`src/rtl/firebird7_in_gate1_tessent_ijtag_pkg.sv`:
```
// Shared types and constants for the gate1 functional-side IJTAG CSU sequencer.
package firebird7_in_gate1_tessent_ijtag_pkg;

  // Sequencer states; one CSU sequence walks IDLE -> [CAPTURE] -> SHIFT -> UPDATE -> RESP.
  typedef enum logic [2:0] {
    IDLE    = 3'd0,
    CAPTURE = 3'd1,
    SHIFT   = 3'd2,
    UPDATE  = 3'd3,
    RESP    = 3'd4
  } csu_state_t;

  // Cycles a capture-enabled request spends beyond its shift length before rsp_valid rises.
  localparam int CSU_OVERHEAD = 3;

  // A request is only executed when it shifts at least one bit and fits the data vectors.
  function automatic logic len_ok(input int unsigned len, input int unsigned max_len);
    return (len != 0) && (len <= max_len);
  endfunction

endpackage

```
`src/rtl/firebird7_in_gate1_tessent_ijtag_csu_sequencer_if.sv`:
```
// Request/response bus between a BIST controller and the IJTAG CSU sequencer.
//
// Handshake: both channels are valid/ready. A transfer happens on the rising
// clock edge where valid and ready are both 1. Once valid is raised the source
// holds valid and its payload stable until that edge; ready may toggle freely
// and never depends combinationally on valid.
interface firebird7_in_gate1_tessent_ijtag_csu_sequencer_if #(
  parameter int MAX_LEN = 64,
  parameter int LEN_W   = $clog2(MAX_LEN + 1)
);
  logic               req_valid;
  logic               req_ready;
  logic [LEN_W-1:0]   req_len;
  logic               req_capture;
  logic [MAX_LEN-1:0] req_data;
  logic               rsp_valid;
  logic               rsp_ready;
  logic [MAX_LEN-1:0] rsp_data;
  logic               rsp_err;

  // Requester side (BIST controller or bench).
  modport master (
    output req_valid, req_len, req_capture, req_data, rsp_ready,
    input  req_ready, rsp_valid, rsp_data, rsp_err
  );

  // Sequencer side.
  modport slave (
    input  req_valid, req_len, req_capture, req_data, rsp_ready,
    output req_ready, rsp_valid, rsp_data, rsp_err
  );
endinterface

```
`src/rtl/firebird7_in_gate1_tessent_ijtag_shifter.sv`:
```
// Scan datapath: shift-out register, scan-in capture vector and bit counter.
// load starts a new request, shift advances one scan bit, done flags the last bit.
module firebird7_in_gate1_tessent_ijtag_shifter #(
  parameter int MAX_LEN = 64,
  parameter int LEN_W   = $clog2(MAX_LEN + 1)
) (
  input  logic               clk,
  input  logic               rst_n,
  input  logic               load,
  input  logic               shift,
  input  logic [LEN_W-1:0]   len,
  input  logic [MAX_LEN-1:0] data,
  input  logic               so,
  output logic               done,
  output logic               next_bit,
  output logic [MAX_LEN-1:0] captured
);
  logic [MAX_LEN-1:0] shift_q, shift_d;
  logic [MAX_LEN-1:0] cap_q, cap_d;
  logic [LEN_W-1:0]   cnt_q, cnt_d;
  logic [LEN_W-1:0]   len_q, len_d;

  // Next datapath values: load restarts, shift consumes bit 0 and stores so at cnt.
  always_comb begin
    shift_d = shift_q;
    cap_d   = cap_q;
    cnt_d   = cnt_q;
    len_d   = len_q;
    if (load) begin
      shift_d = data;
      cap_d   = '0;
      cnt_d   = '0;
      len_d   = len;
    end else if (shift) begin
      shift_d = {1'b0, shift_q[MAX_LEN-1:1]};
      for (int i = 0; i < MAX_LEN; i++) begin
        if (cnt_q == LEN_W'(i)) cap_d[i] = so;
      end
      cnt_d = cnt_q + LEN_W'(1);
    end
  end

  // Datapath registers; the counter cannot wrap because len never exceeds MAX_LEN.
  always_ff @(posedge clk or negedge rst_n) begin
    if (!rst_n) begin
      shift_q <= '0;
      cap_q   <= '0;
      cnt_q   <= '0;
      len_q   <= '0;
    end else begin
      shift_q <= shift_d;
      cap_q   <= cap_d;
      cnt_q   <= cnt_d;
      len_q   <= len_d;
    end
  end

  assign done     = (cnt_q == len_q - LEN_W'(1));
  // The bit that will sit at the head of the shift register next cycle, so si can be registered.
  assign next_bit = shift_d[0];
  assign captured = cap_q;

endmodule

```
`src/rtl/firebird7_in_gate1_tessent_ijtag_csu_sequencer.sv`:
```
// Functional-side IJTAG master: runs one capture-shift-update sequence per
// request into the gate1 SIB network and returns the scanned-out bits.
module firebird7_in_gate1_tessent_ijtag_csu_sequencer
  import firebird7_in_gate1_tessent_ijtag_pkg::*;
#(
  parameter int MAX_LEN = 64,
  parameter int LEN_W   = $clog2(MAX_LEN + 1)
) (
  input  logic       ijtag_tck,
  input  logic       ijtag_reset,
  firebird7_in_gate1_tessent_ijtag_csu_sequencer_if.slave csu,
  output logic       ijtag_sel,
  output logic       ijtag_ce,
  output logic       ijtag_se,
  output logic       ijtag_ue,
  output logic       ijtag_si,
  input  logic       ijtag_so,
  output csu_state_t state_dbg
);
  csu_state_t state_q, state_d;
  logic       load, shift, done, next_bit, len_legal;
  logic       req_ready_q, rsp_valid_q, rsp_err_q;
  logic       sel_q, ce_q, se_q, ue_q, si_q;

  assign len_legal = len_ok(32'(csu.req_len), MAX_LEN);

  // Next-state and datapath control; a bad length skips straight to RESP with no network activity.
  always_comb begin
    state_d = state_q;
    load    = 1'b0;
    shift   = 1'b0;
    case (state_q)
      IDLE: begin
        if (csu.req_valid && req_ready_q) begin
          load = 1'b1;
          if (!len_legal)           state_d = RESP;
          else if (csu.req_capture) state_d = CAPTURE;
          else                      state_d = SHIFT;
        end
      end
      CAPTURE: state_d = SHIFT;
      SHIFT: begin
        shift = 1'b1;
        if (done) state_d = UPDATE;
      end
      UPDATE: state_d = RESP;
      RESP: begin
        if (rsp_valid_q && csu.rsp_ready) state_d = IDLE;
      end
      default: state_d = IDLE;
    endcase
  end

  // State and output registers; network controls are decoded from the next state so
  // they line up with the state they belong to, rsp_valid follows one cycle into RESP.
  always_ff @(posedge ijtag_tck or negedge ijtag_reset) begin
    if (!ijtag_reset) begin
      state_q     <= IDLE;
      req_ready_q <= 1'b1;
      rsp_valid_q <= 1'b0;
      rsp_err_q   <= 1'b0;
      sel_q       <= 1'b0;
      ce_q        <= 1'b0;
      se_q        <= 1'b0;
      ue_q        <= 1'b0;
      si_q        <= 1'b0;
    end else begin
      state_q     <= state_d;
      req_ready_q <= (state_d == IDLE);
      rsp_valid_q <= (state_q == RESP) && (state_d == RESP);
      if (load)                                    rsp_err_q <= !len_legal;
      else if (state_q == RESP && state_d == IDLE) rsp_err_q <= 1'b0;
      sel_q       <= (state_d == CAPTURE) || (state_d == SHIFT) || (state_d == UPDATE);
      ce_q        <= (state_d == CAPTURE);
      se_q        <= (state_d == SHIFT);
      ue_q        <= (state_d == UPDATE);
      si_q        <= (state_d == SHIFT) ? next_bit : 1'b0;
    end
  end

  firebird7_in_gate1_tessent_ijtag_shifter #(
    .MAX_LEN(MAX_LEN),
    .LEN_W  (LEN_W)
  ) u_shifter (
    .clk     (ijtag_tck),
    .rst_n   (ijtag_reset),
    .load    (load),
    .shift   (shift),
    .len     (csu.req_len),
    .data    (csu.req_data),
    .so      (ijtag_so),
    .done    (done),
    .next_bit(next_bit),
    .captured(csu.rsp_data)
  );

  assign csu.req_ready = req_ready_q;
  assign csu.rsp_valid = rsp_valid_q;
  assign csu.rsp_err   = rsp_err_q;
  assign ijtag_sel     = sel_q;
  assign ijtag_ce      = ce_q;
  assign ijtag_se      = se_q;
  assign ijtag_ue      = ue_q;
  assign ijtag_si      = si_q;
  assign state_dbg     = state_q;

endmodule
```
`src/flat_wrapper.sv`:
```
// flat-port wrapper written by rule: the top's interface ports become plain ports
module firebird7_in_gate1_tessent_ijtag_csu_sequencer_flat import firebird7_in_gate1_tessent_ijtag_pkg::*;
#(
  parameter int MAX_LEN = 64,
  parameter int LEN_W   = $clog2(MAX_LEN + 1)
)
  (ijtag_tck, ijtag_reset, ijtag_sel, ijtag_ce, ijtag_se, ijtag_ue, ijtag_si, ijtag_so, state_dbg, csu_req_valid, csu_req_len, csu_req_capture, csu_req_data, csu_rsp_ready, csu_req_ready, csu_rsp_valid, csu_rsp_data, csu_rsp_err);
  firebird7_in_gate1_tessent_ijtag_csu_sequencer_if #(.MAX_LEN(MAX_LEN), .LEN_W(LEN_W)) csu_i ();
  input  logic ijtag_tck;
  input  logic ijtag_reset;
  output logic ijtag_sel;
  output logic ijtag_ce;
  output logic ijtag_se;
  output logic ijtag_ue;
  output logic ijtag_si;
  input  logic ijtag_so;
  output csu_state_t state_dbg;
  input wire logic [$bits(csu_i.req_valid)-1:0] csu_req_valid;
  input wire logic [$bits(csu_i.req_len)-1:0] csu_req_len;
  input wire logic [$bits(csu_i.req_capture)-1:0] csu_req_capture;
  input wire logic [$bits(csu_i.req_data)-1:0] csu_req_data;
  input wire logic [$bits(csu_i.rsp_ready)-1:0] csu_rsp_ready;
  output wire logic [$bits(csu_i.req_ready)-1:0] csu_req_ready;
  output wire logic [$bits(csu_i.rsp_valid)-1:0] csu_rsp_valid;
  output wire logic [$bits(csu_i.rsp_data)-1:0] csu_rsp_data;
  output wire logic [$bits(csu_i.rsp_err)-1:0] csu_rsp_err;
  assign csu_i.req_valid = csu_req_valid;
  assign csu_i.req_len = csu_req_len;
  assign csu_i.req_capture = csu_req_capture;
  assign csu_i.req_data = csu_req_data;
  assign csu_i.rsp_ready = csu_rsp_ready;
  assign csu_req_ready = csu_i.req_ready;
  assign csu_rsp_valid = csu_i.rsp_valid;
  assign csu_rsp_data = csu_i.rsp_data;
  assign csu_rsp_err = csu_i.rsp_err;
  firebird7_in_gate1_tessent_ijtag_csu_sequencer #(.MAX_LEN(MAX_LEN), .LEN_W(LEN_W)) u_core (.ijtag_tck(ijtag_tck), .ijtag_reset(ijtag_reset), .csu(csu_i), .ijtag_sel(ijtag_sel), .ijtag_ce(ijtag_ce), .ijtag_se(ijtag_se), .ijtag_ue(ijtag_ue), .ijtag_si(ijtag_si), .ijtag_so(ijtag_so), .state_dbg(state_dbg));
endmodule
```
`config.mk`:
```
export PLATFORM = sky130hd
export DESIGN_NAME = firebird7_in_gate1_tessent_ijtag_csu_sequencer_flat
export DESIGN_NICKNAME = d
export VERILOG_FILES = /design/src/rtl/firebird7_in_gate1_tessent_ijtag_pkg.sv /design/src/rtl/firebird7_in_gate1_tessent_ijtag_csu_sequencer_if.sv /design/src/rtl/firebird7_in_gate1_tessent_ijtag_shifter.sv /design/src/rtl/firebird7_in_gate1_tessent_ijtag_csu_sequencer.sv /design/src/flat_wrapper.sv
export SDC_FILE = /design/constraint.sdc
export NUM_CORES = 1
export LEC_CHECK = 0
export ABC_AREA = 1
export CAP_MARGIN = 0
export CORE_AREA = 5 5 180 112
export CTS_CLUSTER_SIZE = 28
export DETAILED_ROUTE_END_ITERATION = 6
export DIE_AREA = 0 0 185 117
export PLACE_DENSITY = 0.66
export SLEW_MARGIN = 20
export SYNTH_ARGS = -nofsm -noshare
export SYNTH_HDL_FRONTEND = slang
export SYNTH_SLANG_ARGS = --single-unit
```
`constraint.sdc`:
```
create_clock -name ijtag_tck -period 3.3 [get_ports ijtag_tck]
set_clock_uncertainty 0.05 [all_clocks]
set_input_delay 0.825 -clock ijtag_tck [delete_from_list [all_inputs] [get_ports ijtag_tck]]
set_output_delay 0.825 -clock ijtag_tck [all_outputs]
set_load 0.01 [all_outputs]
```
-- Word level (Yosys, flattened, before mapping)
Index checks and enable logic that the tools add are counted.
- add/subtract/negate cells: 2
- $mul: 0
- divide/modulo/power cells: 0
- magnitude comparators: 1
- equality and inequality tests: 72
- shifts and indexed selects: 0
- mux-type cells: 82
- bitwise gates (word level): 0
- reduce and logical (&&, ||, !) cells: 142
- operators with widths (kind ; number):
    $mux 64 ; 4
    $eq 7x6->1 const B ; 32
    $reduce_bool 2->1 ; 66
    $reduce_and 2->1 ; 64
    $eq 7x5->1 const B ; 16
    $mux 1 ; 70
    $eq 7x4->1 const B ; 8
    $eq 7x3->1 const B ; 4
    $pmux 3 s5 ; 1
    $eq 7x2->1 const B ; 2
    $mux 7 ; 2
    $eq 3x2->1 const B ; 4
    $mux 3 ; 4
    $add 7x1->7 const B ; 1
    $eq 7x1->1 const B ; 1
    $eq 7x7->1 ; 1
    $le 7x7->1 const B ; 1
    $logic_not 7->1 ; 1
    $reduce_bool 7->1 ; 1
    $sub 7x1->7 const B ; 1
    $eq 3x1->1 const B ; 2
    $eq 3x3->1 const B ; 2
    $logic_not 3->1 ; 2
    $logic_and 1x1->1 ; 5
    other kinds (3) ; 4
- flip-flop bits (word level): 153
- latch bits: 0
- memory bits (writable): 0
- memory bits (read-only): 0
- input port bits: 77
- output and inout bits: 75
- logic and storage cells: 376
- memories kept: 0

-- Longest topological paths before layout
Gate-level depths: netlist (run 1).
- depth in word-level cells: 9
- mapped depth: 12
- mapped depth without buffers: 12

-- By module
Synthesis (run 1) repeated with hierarchy kept, for this count alone.
- cells, all modules: 901
- area, all modules: 7183.1 um2
- modules (own cells, without submodules) (module ; instances ; cells an instance ; area each (um2) ; sequential area each (um2)):
    firebird7_in_gate1_tessent_ijtag_shifter ; 1 ; 831 ; 6627.6 ; 3553.4
    firebird7_in_gate1_tessent_ijtag_csu_sequencer ; 1 ; 70 ; 555.5 ; 276.5

-- Worst setup path before layout (run 1)
No wires, ideal clock.
- path type: in2reg
- start point: in csu_req_valid
- end point: reg u_core.u_shifter.cap_q[6] (netlist: u_core.u_shifter.captured[6])
- library setup time: 0.118 ns
- arrival: 1.701 ns
- required time: 3.132 ns
- path slack: 1.430 ns
- stages on the path: 8
- path buffers: 2
- cell sequence: nand2_1 > inv_1 > nand2_2 > buf_4 > buf_4 > o21ai_1 > mux2i_1 > inv_1
- longest elaborated chain between the ends: 5
- elaborated cells on any way between the ends: 7
- those cells by class: mux (3); reduce/logical (4)
- ends and longest elaborated chain (what ; line ; RTL):
    start: declaration ; flat_wrapper.sv:18 ; input wire logic [$bits(csu_i.req_valid)-1:0] csu_req_valid;
    $logic_and 1x1->1 * ; firebird7_in_gate1_tessent_ijtag_csu_sequencer.sv:34 ; if (csu.req_valid && req_ready_q) begin
    $mux 1 * ; firebird7_in_gate1_tessent_ijtag_csu_sequencer.sv:34 ;
    $mux 1 * ; firebird7_in_gate1_tessent_ijtag_csu_sequencer.sv:32 ; case (state_q)
    $reduce_bool 2->1 (no source line) ; -- ;
    $reduce_and 2->1 (no source line) ; -- ;
    end signal: assignment ; firebird7_in_gate1_tessent_ijtag_shifter.sv:52 ; cap_q <= cap_d;
    end: declaration ; firebird7_in_gate1_tessent_ijtag_shifter.sv:19 ; logic [MAX_LEN-1:0] cap_q, cap_d;
Mark *: on every way between the ends. The rest lies on a longest branch, timed or not.
A chain may end at the register's enable or synchronous reset.

-- Worst setup path in the final report (run 1)
- start point: in csu_req_valid
- end point: reg u_core.u_shifter.cap_q[52] (netlist: u_core.u_shifter.captured[52])
Same word-level chain as after synthesis.

==> results by group, run 1 <==
Run status
  • Status: finished, final reports clean

Clock tree
  • CTS resizes: 0
  • Deepest clock path buffer count: 2
  • TritonCTS Buffers: 17
  • Worst-Skew Late Latency: 0.42 ns
  • TritonCTS clock tree: built
  • CTS Sinks: 153
  • Clk slew on worst S/H paths: 0.07 ns
  • Post-CTS Setup Repair Bufs: 0
  • Hold_buf cts: 0
  • H-tree depth: 4
  • Clock root buffer: clkbuf_16

Finish
  • Design area: 9716 um^2
  • Most frequent cells in the layout: nand2_1, dfrtp_1, clkdlybuf4s50_1
  • Layout area overhead: 31.83%
  • Nets: 1095
  • Commonest non-fill, non-tap cell in the layout: nand2_1
  • Fill cells: 1739
  • Share of post-route cells with drive strength above 1: 5.945%
  • Antenna diodes: 0

STA
  • Hold Vio Cnt, Final: 0
  • Worst-Margin Slew: 0.8678 ns
  • Final setup fails: 0
  • Max-slew violation count: 0
  • Slew headroom: 41.96%
  • Setup tns final: 0 ns
  • Period Utilization, post-route: 79.34%
  • FMAX: 381.9 MHz
  • Tmin final: 2.618 ns
  • RSZ-0062 raised after global routing: false

Flow run
  • Max-capacitance violation count: 0

Global routing
  • Antenna violations before repair: 0
  • Total GRT Usage: 18.97%
  • Number of global-route vias before repair: 6062
  • Global-route wire length before repair: 32.41 mm
  • GR Overflow Total: 0
  • Largest net degree at the start of global routing: 82

Place
  • Port Buffer Count: 151
  • HPWL after DPL: 13.44 mm
  • Area after DPL: 9085 um^2
  • Gpl congestion: 0.8418

Setup path
  • Worst setup SP type: input port
  • CP arrival: 2.92 ns
  • Crit Path Category: input port to register
  • Worst EP required: 3.61 ns
  • Crit path max fanout: 54
  • Critical Path End Type: register

Synthesis
  • Mapped Nets: 960
  • Synthesized area per cell: 8.394 um^2
  • Synth Cell Area: 7370 um^2
  • Flops & latches, synth: 153
  • Unique masters post-synth: 37
  • Mapped Cells: 878
  • Yosys warns: 0
  • Sequential fraction of the synthesis area: 51.97%

Route
  • Via count: 6210
  • DRC Markers: 0
  • Drt first pass iters: 5
  • Via-per-instance ratio: 4.882
  • Final antenna-violating net count: 0
  • Routed wire length: 19.79 mm
  • WL per Instance: 15.56 um
  • Number of DRC markers in iteration 0: 486

Floorplanning
  • Row cnt: 39
  • Core area: 18540 um^2
  • Num ports: 152
  • Die span in x: 185 um
  • Die area: 21650 um^2
  • Die Ht: 117 um
  • Initial Utilization: 39.74%

Power and ir drop
  • Worst VDD drop: 316.9 uV
  • Leakage: 5.027 nW
  • PwrDens: 914.5 nW/um^2

Min path
  • Hold Crit Class: input port to async pin
-- power by group --
part	switching, mW	internal (mW)	total [mW]
logic	2.16	1.53	3.69
clock network	0.787	1.31	2.09
registers	0.483	2.62	3.10
total	3.43	5.46	8.88
-- metal layers --
| metal | share of wire, % | GRT usage (%) |
|---|---|---|
| met1 | 49 | 28.74 |
| met2 | 39 | 24.86 |
| met3 | 11 | 8.184 |
| met4 | 0.92 | 4.203 |
| met5 | 0 | 0 |
-- per-stage QoR --
| stage | worst slack, ns | hold WS, ns | util [%] | cells | total power [mW] |
|---|---|---|---|---|---|
| after floorplan | 1.430 | 0.3917 | - | 878 | 5.386 |
| after global placement | 0.3158 | 0.4137 | 48.99 | 1240 | 6.763 |
| after detailed placement | 0.2800 | 0.4164 | 48.99 | 1240 | 6.821 |
| after CTS | 0.6659 | 0.2632 | 52.40 | 1272 | 8.949 |
| after global routing | 0.4261 | 0.2820 | 52.40 | 1272 | 9.584 |
| final | 0.6817 | 0.2611 | 52.40 | 1272 | 8.885 |
-- cells in the mapped netlist --
cell type / n / area share (%)
nand2_1: 302 / 15
dfrtp_1: 152 / 52
inv_1: 104 / 5.3
a22oi_1: 65 / 6.6
o21ai_0: 50 / 3.4
nand3_1: 36 / 2.4
nor2_1: 27 / 1.4
buf_2: 20 / 1.4
mux2i_1: 19 / 2.6
o21ai_1: 17 / 1.2
clkbuf_1: 14 / 0.71
buf_4: 9 / 0.92
inv_2: 6 / 0.31
mux2_1: 6 / 0.92
nand4_1: 6 / 0.51
ha_1: 5 / 0.85
a21oi_1: 4 / 0.27
a31oi_1: 4 / 0.34
nand2_2: 4 / 0.34
nor3_4: 4 / 0.88
nor3_1: 3 / 0.20
xor2_1: 3 / 0.36
nand3b_1: 2 / 0.20
nor2_2: 2 / 0.17
xnor2_1: 2 / 0.24
a22o_1: 1 / 0.12
a2bb2oi_1: 1 / 0.12
buf_6: 1 / 0.15
clkbuf_2: 1 / 0.068
dfstp_2: 1 / 0.36
nand3_2: 1 / 0.14
nor3_2: 1 / 0.14
nor3b_1: 1 / 0.10
nor4_1: 1 / 0.085
o211ai_1: 1 / 0.10
o31ai_1: 1 / 0.10
or2_2: 1 / 0.085
-- layout make-up --
type / instances / area, um^2 / share of cell area [%]
clock buffer: 21 / 460.4 / 4.739
clock inverter: 11 / 170.2 / 1.751
inverter: 110 / 412.9 / 4.250
multi-input combinational: 570 / 2897 / 29.81
sequential: 153 / 3830 / 39.42
tap: 246 / 307.8 / 3.168
timing repair buffer: 161 / 1638 / 16.86
-- flip-flops by register name, indices dropped and copies added, names as in the netlist, 3 cells and up --
signal / count
u_core.u_shifter.shift_q: 64
u_core.u_shifter.len_q: 7
u_core.u_shifter.captured: 64
u_core.u_shifter.cnt_q: 7
u_core.state_dbg: 3
-- critical path, cell delays in order --
cell,delay (ns)
clkdlybuf4s50_1,0.40
nand2_1,0.17
inv_1,0.10
nand2_2,0.28
nand2_1,0.13
inv_2,0.62
o21ai_0,0.24
inv_1,0.09
-- logic make-up (layout without fill, tap and decap cells) --
family,Yosys count,in the layout,share of synthesized area [%]
compound gates,144,144,12.22
xor+xnor,5,5,0.5943
fa+ha+maj,5,5,0.8489
buf+inv,155,303,8.811
flops,153,153,51.97
mux,25,25,3.497
simple gates,391,391,22.05
-- path summary, 6_finish.rpt --
| check | slack (ns) | cells after the start | end | from |
|---|---|---|---|---|
| min reg2reg | 0.43 | 2 | u_core.u_shifter.shift_q[37]$_DFFE_PN0P_ | u_core.u_shifter.shift_q[37]$_DFFE_PN0P_ |
| max | 0.68 | 8 | u_core.u_shifter.captured[52]$_DFFE_PN0P_ | csu_req_valid |
| min in group ijtag_tck | 0.43 | 2 | u_core.u_shifter.shift_q[37]$_DFFE_PN0P_ | u_core.u_shifter.shift_q[37]$_DFFE_PN0P_ |
| min | 0.26 | 1 | u_core.u_shifter.captured[20]$_DFFE_PN0P_ | ijtag_reset |
| max in group asynchronous | 2.14 | 2 | u_core.csu.req_ready$_DFF_PN1_ | ijtag_reset |
| max reg2reg | 0.94 | 8 | u_core.u_shifter.captured[63]$_DFFE_PN0P_ | u_core.state_dbg[2]$_DFF_PN0_ |
(Power assumes the default switching activity.)
==> inputs of run 2 (changes only) <==
Settings changed: PLACE_DENSITY 0.66 to 0.68.
Clock period 3.3 ns to 2.4 ns, I/O delays scaled along.
==> results by group, run 2 (synthesis gave the netlist of run 1 again) <==
STA
  • Max-slew violation count: 0
  • Worst-Margin Slew: 0.5561 ns
  • Period Utilization, post-route: 90.16%
  • Tmin final: 2.164 ns
  • Setup slack after layout: 0.2362 ns
  • Hold Vio Cnt, Final: 0
  • Setup tns final: 0 ns
  • RSZ-0062 raised after global routing: false
  • FMAX: 462.2 MHz
  • Final setup fails: 0
  • Slew headroom: 62.89%

Floorplanning
  • Die area: 21650 um^2
  • Die Ht: 117 um
  • Row cnt: 39
  • Num ports: 152
  • Initial Utilization: 39.74%
  • Core area: 18540 um^2
  • Die span in x: 185 um

Route
  • Via count: 6263
  • WL per Instance: 15.17 um
  • DRC Markers: 0
  • Routed wire length: 19.45 mm
  • Via-per-instance ratio: 4.885
  • Number of DRC markers in iteration 0: 584
  • Drt first pass iters: 5
  • Final antenna-violating net count: 0

Place
  • HPWL after DPL: 13.41 mm
  • Dpl ws: 0.1111 ns
  • Port Buffer Count: 151
  • Gpl congestion: 0.8648
  • Area after DPL: 9210 um^2

Power and ir drop
  • Internal: 7.609 mW
  • Worst VDD drop: 502.0 uV
  • Comb pwr share: 41.9%
  • Flop pwr share: 34.5%
  • PwrDens: 1252 nW/um^2
  • Power share of the clock group: 23.6%
  • Leakage: 5.110 nW
  • Sw Share: 38.35%
  • Switch Pwr: 4.734 mW

Setup path
  • Crit path max fanout: 2
  • Critical Path End Type: primary output
  • Worst setup SP type: register
  • Critical-path cell with the highest stage delay: clkdlybuf4s50_1
  • CP peak stage delay: 0.56 ns
  • CP delay by family, top: buffers and inverters
  • Crit Path Category: register to primary output
  • CP arrival: 1.51 ns
  • WP buf/inv: 1
  • Ordered list of cells on the worst path: clkdlybuf4s50_1
  • Worst EP required: 1.75 ns

Clock tree
  • Clock root buffer: clkbuf_16
  • Hold_buf cts: 0
  • Post-CTS Setup Repair Bufs: 0
  • CTS resizes: 0
  • Deepest clock path buffer count: 2
  • Clk slew on worst S/H paths: 0.06 ns
  • TritonCTS clock tree: built
  • CTS Sinks: 153
  • Worst-Skew Late Latency: 0.43 ns
  • H-tree depth: 4
  • TritonCTS Buffers: 17

Finish
  • Commonest non-fill, non-tap cell in the layout: nand2_1
  • Most frequent cells in the layout: nand2_1, dfrtp_1, clkdlybuf4s50_1
  • Design area: 9856 um^2
  • Antenna diodes: 0
  • Nets: 1105
  • Layout area overhead: 33.74%
  • Fill cells: 1734
  • Share of post-route cells with drive strength above 1: 7.046%

Global routing
  • Number of global-route vias before repair: 5972
  • Antenna violations before repair: 0
  • Total GRT Usage: 18.56%
  • Global-route wire length before repair: 31.68 mm
  • Largest net degree at the start of global routing: 77
  • GR Overflow Total: 0

Run status
  • Status: finished, final reports clean

Flow run
  • Max-capacitance violation count: 0

Min path
  • Hold Crit Class: input port to async pin
## run 2: changes by cell type in the layout (fill, tap and decap cells not counted)
cell / delta
clkinvlp_4: -2
clkinv_4: +3
buf_4: +6
inv_8: +1
clkbuf_1: -2
buf_12: +4
## run 2: power groups by stage
stage                     logic (mW)  registers (mW)  clock network, mW
after CTS                       5.21            4.25               2.98
after floorplan                 3.10            4.31                  0
final                           5.17            4.26               2.92
after global placement          5.11            4.27                  0
after detailed placement        5.19            4.27                  0
after global routing            5.83            4.38               3.09
## run 2: through the flow
| stage | total power, mW | util (%) | hold slack (ns) | cells |
|---|---|---|---|---|
| after floorplan | 7.406 | - | 0.2544 | 878 |
| after global placement | 9.377 | 49.67 | 0.4139 | 1250 |
| after detailed placement | 9.463 | 49.67 | 0.4163 | 1250 |
| after CTS | 12.44 | 53.15 | 0.04863 | 1282 |
| after global routing | 13.30 | 53.15 | 0.06693 | 1282 |
| final | 12.34 | 53.15 | 0.04585 | 1282 |
## run 2: final timing paths
| check | endpoint | slack [ns] | startpoint | cells past startpoint |
|---|---|---|---|---|
| setup / recovery | csu_req_ready | 0.24 | u_core.csu.req_ready$_DFF_PN1_ | 1 |
| hold / removal | u_core.u_shifter.captured[52]$_DFFE_PN0P_ | 0.05 | ijtag_reset | 1 |
| setup reg to reg | u_core.u_shifter.captured[63]$_DFFE_PN0P_ | 0.33 | u_core.state_dbg[2]$_DFF_PN0_ | 8 |
| hold reg to reg | u_core.u_shifter.shift_q[38]$_DFFE_PN0P_ | 0.43 | u_core.u_shifter.shift_q[38]$_DFFE_PN0P_ | 2 |
| max in group asynchronous | u_core.csu.req_ready$_DFF_PN1_ | 1.56 | ijtag_reset | 2 |
| min in group ijtag_tck | u_core.u_shifter.shift_q[38]$_DFFE_PN0P_ | 0.43 | u_core.u_shifter.shift_q[38]$_DFFE_PN0P_ | 2 |
## run 2: cell type report
type / count / area [um^2] / share of cell area [%]
sequential: 153 / 3830 / 38.86
multi-input combinational: 570 / 2897 / 29.39
timing repair buffer: 171 / 1763 / 17.89
clock buffer: 19 / 452.9 / 4.596
inverter: 110 / 412.9 / 4.189
tap: 246 / 307.8 / 3.123
clock inverter: 13 / 192.7 / 1.955
## run 2: layer usage
metal	GRT usage [%]	wire length [um]	vias to the layer above
met2	24.69	7810	229
met1	27.86	9390	2897
met3	7.011	2042	18
met5	0	0	-
li1	-	-	3119
met4	5.572	210	0
